File: src/rtl/arith_pkg.sv
// Shared arithmetic-unit definitions.
// Handshake state encoding and default widths.
package arith_pkg;

  typedef enum logic {
    IDLE = 1'b0,
    WORK = 1'b1
  } state_t;

  localparam int MUL_W  = 8;
  localparam int DIV_DW = 16;
  localparam int DIV_VW = 8;

endpackage

File: src/rtl/div_step.sv
// One restoring-division step.
// Shifts in a dividend bit, trial-subtracts the divisor.
module div_step #(
  parameter int VW = 8
) (
  input  logic [VW-1:0] rem,
  input  logic          din,
  input  logic [VW-1:0] b,
  output logic [VW-1:0] rem_n,
  output logic          qbit
);

  logic [VW:0] sh;
  logic [VW:0] bx;

  assign sh = {rem, din};
  assign bx = {1'b0, b};

  // Trial subtract; the partial remainder stays below b, so VW bits hold it
  always_comb begin
    qbit  = (sh >= bx);
    rem_n = sh[VW-1:0];
    if (qbit) begin
      rem_n = VW'(sh - bx);
    end
  end

endmodule

File: src/rtl/div.sv
// Sequential restoring divider, one quotient bit per clock.
// start/busy handshake shared with the shift-add multiplier.
module div
  import arith_pkg::*;
#(
  parameter int DW = DIV_DW,
  parameter int VW = DIV_VW
) (
  input  logic          clk_i,
  input  logic          rst_i,
  input  logic [DW-1:0] a_bi,
  input  logic [VW-1:0] b_bi,
  input  logic          start_i,
  output logic          busy_o,
  output logic [DW-1:0] q_bo,
  output logic [VW-1:0] r_bo,
  output logic          dz_o
);

  localparam int CW = $clog2(DW);
  localparam logic [CW-1:0] LAST = CW'(DW - 1);

  state_t        state;
  state_t        state_n;
  logic [DW-1:0] a_q;
  logic [VW-1:0] b_q;
  logic [VW-1:0] rem;
  logic [VW-1:0] rem_n;
  logic [DW-1:0] qw;
  logic          qbit;
  logic [CW-1:0] ctr;
  logic          last;

  assign last   = (ctr == LAST);
  assign busy_o = (state == WORK);

  div_step #(
    .VW(VW)
  ) u_step (
    .rem  (rem),
    .din  (a_q[DW-1]),
    .b    (b_q),
    .rem_n(rem_n),
    .qbit (qbit)
  );

  // State register
  always_ff @(posedge clk_i or negedge rst_i) begin
    if (!rst_i) begin
      state <= IDLE;
    end else begin
      state <= state_n;
    end
  end

  // Next-state: accept in IDLE, finish after DW steps
  always_comb begin
    state_n = state;
    unique case (state)
      IDLE: if (start_i) state_n = WORK;
      WORK: if (last)    state_n = IDLE;
      default: state_n = IDLE;
    endcase
  end

  // Operand latch, iteration datapath and result registers
  always_ff @(posedge clk_i or negedge rst_i) begin
    if (!rst_i) begin
      a_q  <= '0;
      b_q  <= '0;
      rem  <= '0;
      qw   <= '0;
      ctr  <= '0;
      q_bo <= '0;
      r_bo <= '0;
      dz_o <= 1'b0;
    end else if (state == IDLE) begin
      if (start_i) begin
        a_q <= a_bi;
        b_q <= b_bi;
        rem <= '0;
        qw  <= '0;
        ctr <= '0;
      end
    end else begin
      a_q <= {a_q[DW-2:0], 1'b0};
      rem <= rem_n;
      qw  <= {qw[DW-2:0], qbit};
      ctr <= ctr + CW'(1);
      if (last) begin
        q_bo <= {qw[DW-2:0], qbit};
        r_bo <= rem_n;
        dz_o <= (b_q == '0);
      end
    end
  end

endmodule

File: config.mk
export PLATFORM = sky130hd
export DESIGN_NAME = div
export DESIGN_NICKNAME = d
export VERILOG_FILES = /design/src/rtl/arith_pkg.sv /design/src/rtl/div_step.sv /design/src/rtl/div.sv
export SDC_FILE = /design/constraint.sdc
export NUM_CORES = 1
export LEC_CHECK = 0
export ABC_AREA = 1
export BUFFER_PORTS_ARGS = -buffer_cell sky130_fd_sc_hd__buf_2
export CAP_MARGIN = 10
export CORE_UTILIZATION = 61
export CTS_CLUSTER_SIZE = 10
export DETAILED_ROUTE_END_ITERATION = 6
export PLACE_DENSITY = 0.87
export SYNTH_ARGS = -nofsm -noshare
export SYNTH_HDL_FRONTEND = slang
export SYNTH_HIERARCHICAL = 1
export SYNTH_SLANG_ARGS = --single-unit
File: constraint.sdc
create_clock -name clk_i -period 4.7 [get_ports clk_i]
set_input_delay 0.47 -clock clk_i [delete_from_list [all_inputs] [get_ports clk_i]]
set_output_delay 0.47 -clock clk_i [all_outputs]
set_load 0.01 [all_outputs]
[Yosys cells after proc, flatten, opt, wreduce, memory -nomap -nowiden]
Index checks and enable logic that the tools add are counted.
Cells by class
  $add $sub $neg: 2
  $mul: 0
  div/mod/pow operators: 0
  order comparisons: 1
  equal/unequal tests: 1
  shifts and indexed selects: 0
  multiplexer cells: 12
  bitwise logic cells: 1
  reduce and logical (&&, ||, !) cells: 4
Operators by type and width (number)
  16-bit 2-to-1 mux: 2
  15-bit 2-to-1 mux: 2
  8-bit 2-to-1 mux: 3
  9-bit by 8-bit greater-or-equal comparator with 1-bit output: 1
  8-bit logical NOT: 1
  4-bit 2-to-1 mux: 2
  8-bit subtractor: 1
  4-bit by 1-bit adder with 4-bit output (second input constant): 1
  4-bit == test (second input constant): 1
  2-bit AND reduction: 2
  1-bit 2-to-1 mux: 2
  1-bit one-hot mux with 2 select lines: 1
  2-bit nonzero test: 1
  1-bit inverter: 1
Word-level totals
  register bits: 77
  bits in latches: 0
  bits in writable memories: 0
  ROM bits: 0
  memories: 0

[Longest topological paths before layout]
  depth in word-level cells: 3
  gate-level depth with buffers: 13
  gate-level depth less buffers: 13

[Modules after synthesis]
Netlist, hierarchy kept.
By module, submodules not included
  div: times used 1, cells an instance 310, area each 3095.5 um^2
  div_step: times used 1, cells an instance 109, area each 654.4 um^2

[Worst setup path after synthesis]
Ideal clock, no wire load.
  path kind: register to register
  from: register b_q[2]
  to: register rem[7]
  setup time: 121 ps
  arrival time: 1638 ps
  data required time: 4579 ps
  slack: 2941 ps
  cell stages (with the launch flop): 11
  cells stage by stage: dfrtp_1 -> inv_1 -> ha_1 -> or2_4 -> nand3_4 -> nand2_4 -> nand2_8 -> nand2_8 -> nand2_4 -> nand2_2 -> a22o_1
Between the ends
  word-level cells in the longest chain between the ends: 3
Ends and longest elaborated chain
  from (decl): RTL line div.sv:26  | logic [VW-1:0] b_q;
  from (signal assigned): RTL line div.sv:80  | b_q <= b_bi;
  9-bit by 8-bit greater-or-equal comparator with 1-bit output: RTL line div_step.sv:21  | qbit = (sh >= bx);
  named net qbit: RTL line div.sv:30  | logic qbit;
  8-bit 2-to-1 mux: RTL line div_step.sv:23  | if (qbit) begin
  named net rem_n[7]: RTL line div.sv:28  | logic [VW-1:0] rem_n;
  8-bit 2-to-1 mux: RTL line div.sv:77  | end else if (state == IDLE) begin
  to (signal assigned): RTL line div.sv:87  | rem <= rem_n;
  to (decl): RTL line div.sv:27  | logic [VW-1:0] rem;
The timed path passes the listed nets, and every way through them passes these cells.
A chain may end at the register's enable or synchronous reset.

[Worst setup path in the final report]
  from: register state (netlist: busy_o)
  to: register qw[0]
Between the ends
  word-level cells in the longest chain between the ends: 1
Ends and longest elaborated chain
  from (decl): RTL line div.sv:23  | state_t state;
  from (signal assigned): RTL line div.sv:52  | state <= state_n;
  15-bit 2-to-1 mux or 2-bit nonzero test (tied branches)
  to (signal assigned): RTL line div.sv:88  | qw <= {qw[DW-2:0], qbit};
  to (decl): RTL line div.sv:29  | logic [DW-1:0] qw;
Several ways; a longest one is shown, not always the timed one.

==> impl_metrics.json <==
{
  "place_area_mm2": 0.00399,
  "cts_resized": 0,
  "hold_buffers": 0,
  "hold_violations": 0,
  "crit_arrival_ns": 2.40,
  "endpoint": "qw[0]$_DFFE_PN0P_",
  "ir_drop_mv": 0.364,
  "clkLatencyLatePin_ns": 0.35,
  "rr_endpoint": "qw[0]$_DFFE_PN0P_",
  "drv_slew": 0,
  "worstReg2RegStart": "busy_o$_DFF_PN0_",
  "worst_slew_pin_slew_ns": 0.934,
  "num-nets-final": 504,
  "avgSynthCellArea_um2": 8.95,
  "routed_wl_um": 7030,
  "post_cts_buffers": 0,
  "total_power_uw": 3460,
  "grt_max_degree": 78,
  "gp_congestion": 0.841,
  "p_leak_uw": 0.00216,
  "grt.total_usage_pct": 25.2,
  "crit_path_max_fanout": 30,
  "status": "finished, final reports clean",
  "initial_core_util_pct": 63.3,
  "drt_iter0_markers": 192,
  "mappedNetlistArea_mm2": 0.00375,
  "synth-main-ff-cell": "dfrtp_1",
  "firstDrtPassIters": 4,
  "core_mm2": 0.00592,
  "rsz0062_at_grt": "no",
  "yosysTopAreaCellShare_pct": 51.4,
  "synth.distinct_cells": 31,
  "ys_warn_count": 6,
  "dp_hpwl_um": 5010,
  "drv_cap": 0,
  "cts_max_path_buffers": 2,
  "min_period_over_period_pct": 45.4,
  "antenna_left": 0,
  "die_width_um": 80.4,
  "max_freq_mhz": 468,
  "antennaDiodeCount": 0,
  "cts_tree": "yes",
  "stdcell_area_mm2": 0.00420,
  "crit_path_end_kind": "register",
  "p_per_area_mw_per_mm2": 822,
  "fin_crit_ns": 2.13,
  "cts-buffers-inserted": 9,
  "syn_nets": 456,
  "crit_type": "register to register",
  "setup_tns_ns": 0,
  "ys_seq_elements": 77,
  "crit_required_ns": 4.97,
  "row_count": 28,
  "cts_max_level": 3,
  "pin_count": 53,
  "grt_pass1_wl_um": 12300,
  "synth_top_cell_by_area": "dfrtp_1",
  "setup_viol": 0,
  "reg2reg_setup_slack_ns": 2.57,
  "crit_start": "busy_o$_DFF_PN0_",
  "rr_worst_depth": 3,
  "drive_gt1_share_pct": 23.7,
  "vias": 2860,
  "start_kind": "register",
  "portBuffers": 52,
  "drc": 0,
  "grt_pass1_vias": 2730,
  "synth_cells": 419,
  "slew_headroom_pct": 37.7,
  "antenna_found_initial": 0,
  "cts_sinks": 77,
  "vias_per_cell": 5.23,
  "grt-ovfl-total": 0,
  "clkTransAtPathRegs_ns": 0.08,
  "synth_edf_count": 0,
  "clock_skew_ns": 0.00603,
  "die_h_um": 80.4,
  "synth-async-reset-ratio_pct": 100,
  "wl_per_cell_um": 12.8,
  "cts_root_buffer": "clkbuf_8",
  "synth.area.top_cells": "dfrtp_1 51%, nand2_1 13%, nand3_1 4.0%",
  "hold_path_class": "primary input to async pin",
  "ys_seq_area_share_pct": 51.4,
  "fp.dieArea_mm2": 0.00646,
  "synthToLayoutAreaGrowth_pct": 12.1
}
-- synthesized netlist by cell type, drive strengths merged, types with 3 or more instances --
library cell	n
o22ai	13
a22o	6
a21oi	19
ha	9
nand3	31
inv	43
nor2	34
xnor2	3
o21ai	15
buf	14
nand2	146
dfrtp	77
-- critical path, stage by stage (launching register included) --
cell and delay, ns:
dfrtp_1 0.73, nor2_4 0.70, inv_1 0.38, o21ai_0 0.23
-- cell type report --
class                   count  area, um^2
flip-flops and latches     77        1930
fillers                   449        1720
multi-input cells         282        1540
repair buffers             52         263
inverters                  45         169
clock buffers              11         131
well taps                  75        93.8
clock inverters             5        85.1
-- worst min path at each step --
| stage | start | endpoint | slack (ns) | cells past startpoint |
|---|---|---|---|---|
| detailed placement | qw[14]$_DFFE_PN0P_ | q_bo[15]$_DFFE_PN0P_ | 0.47 | 2 |
| global route | b_bi[3] | b_q[3]$_DFFE_PN0P_ | 0.32 | 3 |
| finish | rst_i | q_bo[7]$_DFFE_PN0P_ | 0.25 | 1 |
| global placement | a_q[7]$_DFFE_PN0P_ | a_q[7]$_DFFE_PN0P_ | 0.48 | 2 |
| floorplan | rst_i | a_q[0]$_DFFE_PN0P_ | 0.17 | 0 |
| CTS | rst_i | q_bo[6]$_DFFE_PN0P_ | 0.28 | 1 |
-- sequential cells by signal, indices dropped and copies added (netlist names) --
signal,count
busy_o,1
q_bo,16
b_q,8
a_q,16
qw,15
r_bo,8
dz_o,1
rem,8
ctr,4
-- where the power goes --
| part | switching (uW) | internal, uW | leakage (uW) |
|---|---|---|---|
| logic | 1060 | 686 | 0.00110 |
| clock network | 239 | 301 | 0.000104 |
| registers | 199 | 968 | 0.000952 |
-- per-stage QoR --
step / instances / worst slack (ns) / util [%] / hold slack [ns]
finish: 547 / 2.57 / 71.0 / 0.248
global route: 547 / 2.40 / 71.0 / 0.315
CTS: 547 / 2.58 / 71.0 / 0.282
detailed placement: 531 / 2.60 / 67.4 / 0.469
global placement: 531 / 2.70 / 67.4 / 0.478
floorplan: 419 / 2.94 / - / 0.174
-- cell usage in the layout (no fill, tap or decap), drive strengths merged, types with 3 or more instances in the layout --
cell and n:
clkbuf 11, inv 43, o22ai 13, dfrtp 77, nand2 146, nor2 34
clkinv 4, a21oi 19, o21ai 15, xnor2 3, nand3 31, a22o 6
buf 52, ha 9
-- routing by layer --
metal / share of wire [%] / up-vias / GRT usage, % / wire length [um]
met5: 0 / - / 0 / 0
met4: 2.0 / 0 / 11.4 / 140
met3: 3.9 / 14 / 6.02 / 275
met2: 49 / 67 / 38.1 / 3410
met1: 46 / 1354 / 34.3 / 3200
li1: - / 1425 / - / -
-- cell families (layout without fill, tap and decap cells) --
logic type | Yosys count | in the layout | synth area share (%)
adders and majority gates | 10 | 10 | 3.54
AOI/OAI and AO/OA | 54 | 54 | 9.71
xor gates and xnor gates | 4 | 4 | 0.934
DFF | 77 | 77 | 51.4
buffers and inverters | 60 | 113 | 7.67
and+or+nand+nor | 214 | 214 | 26.8
Note: power is estimated with default switching activity, not from simulation.
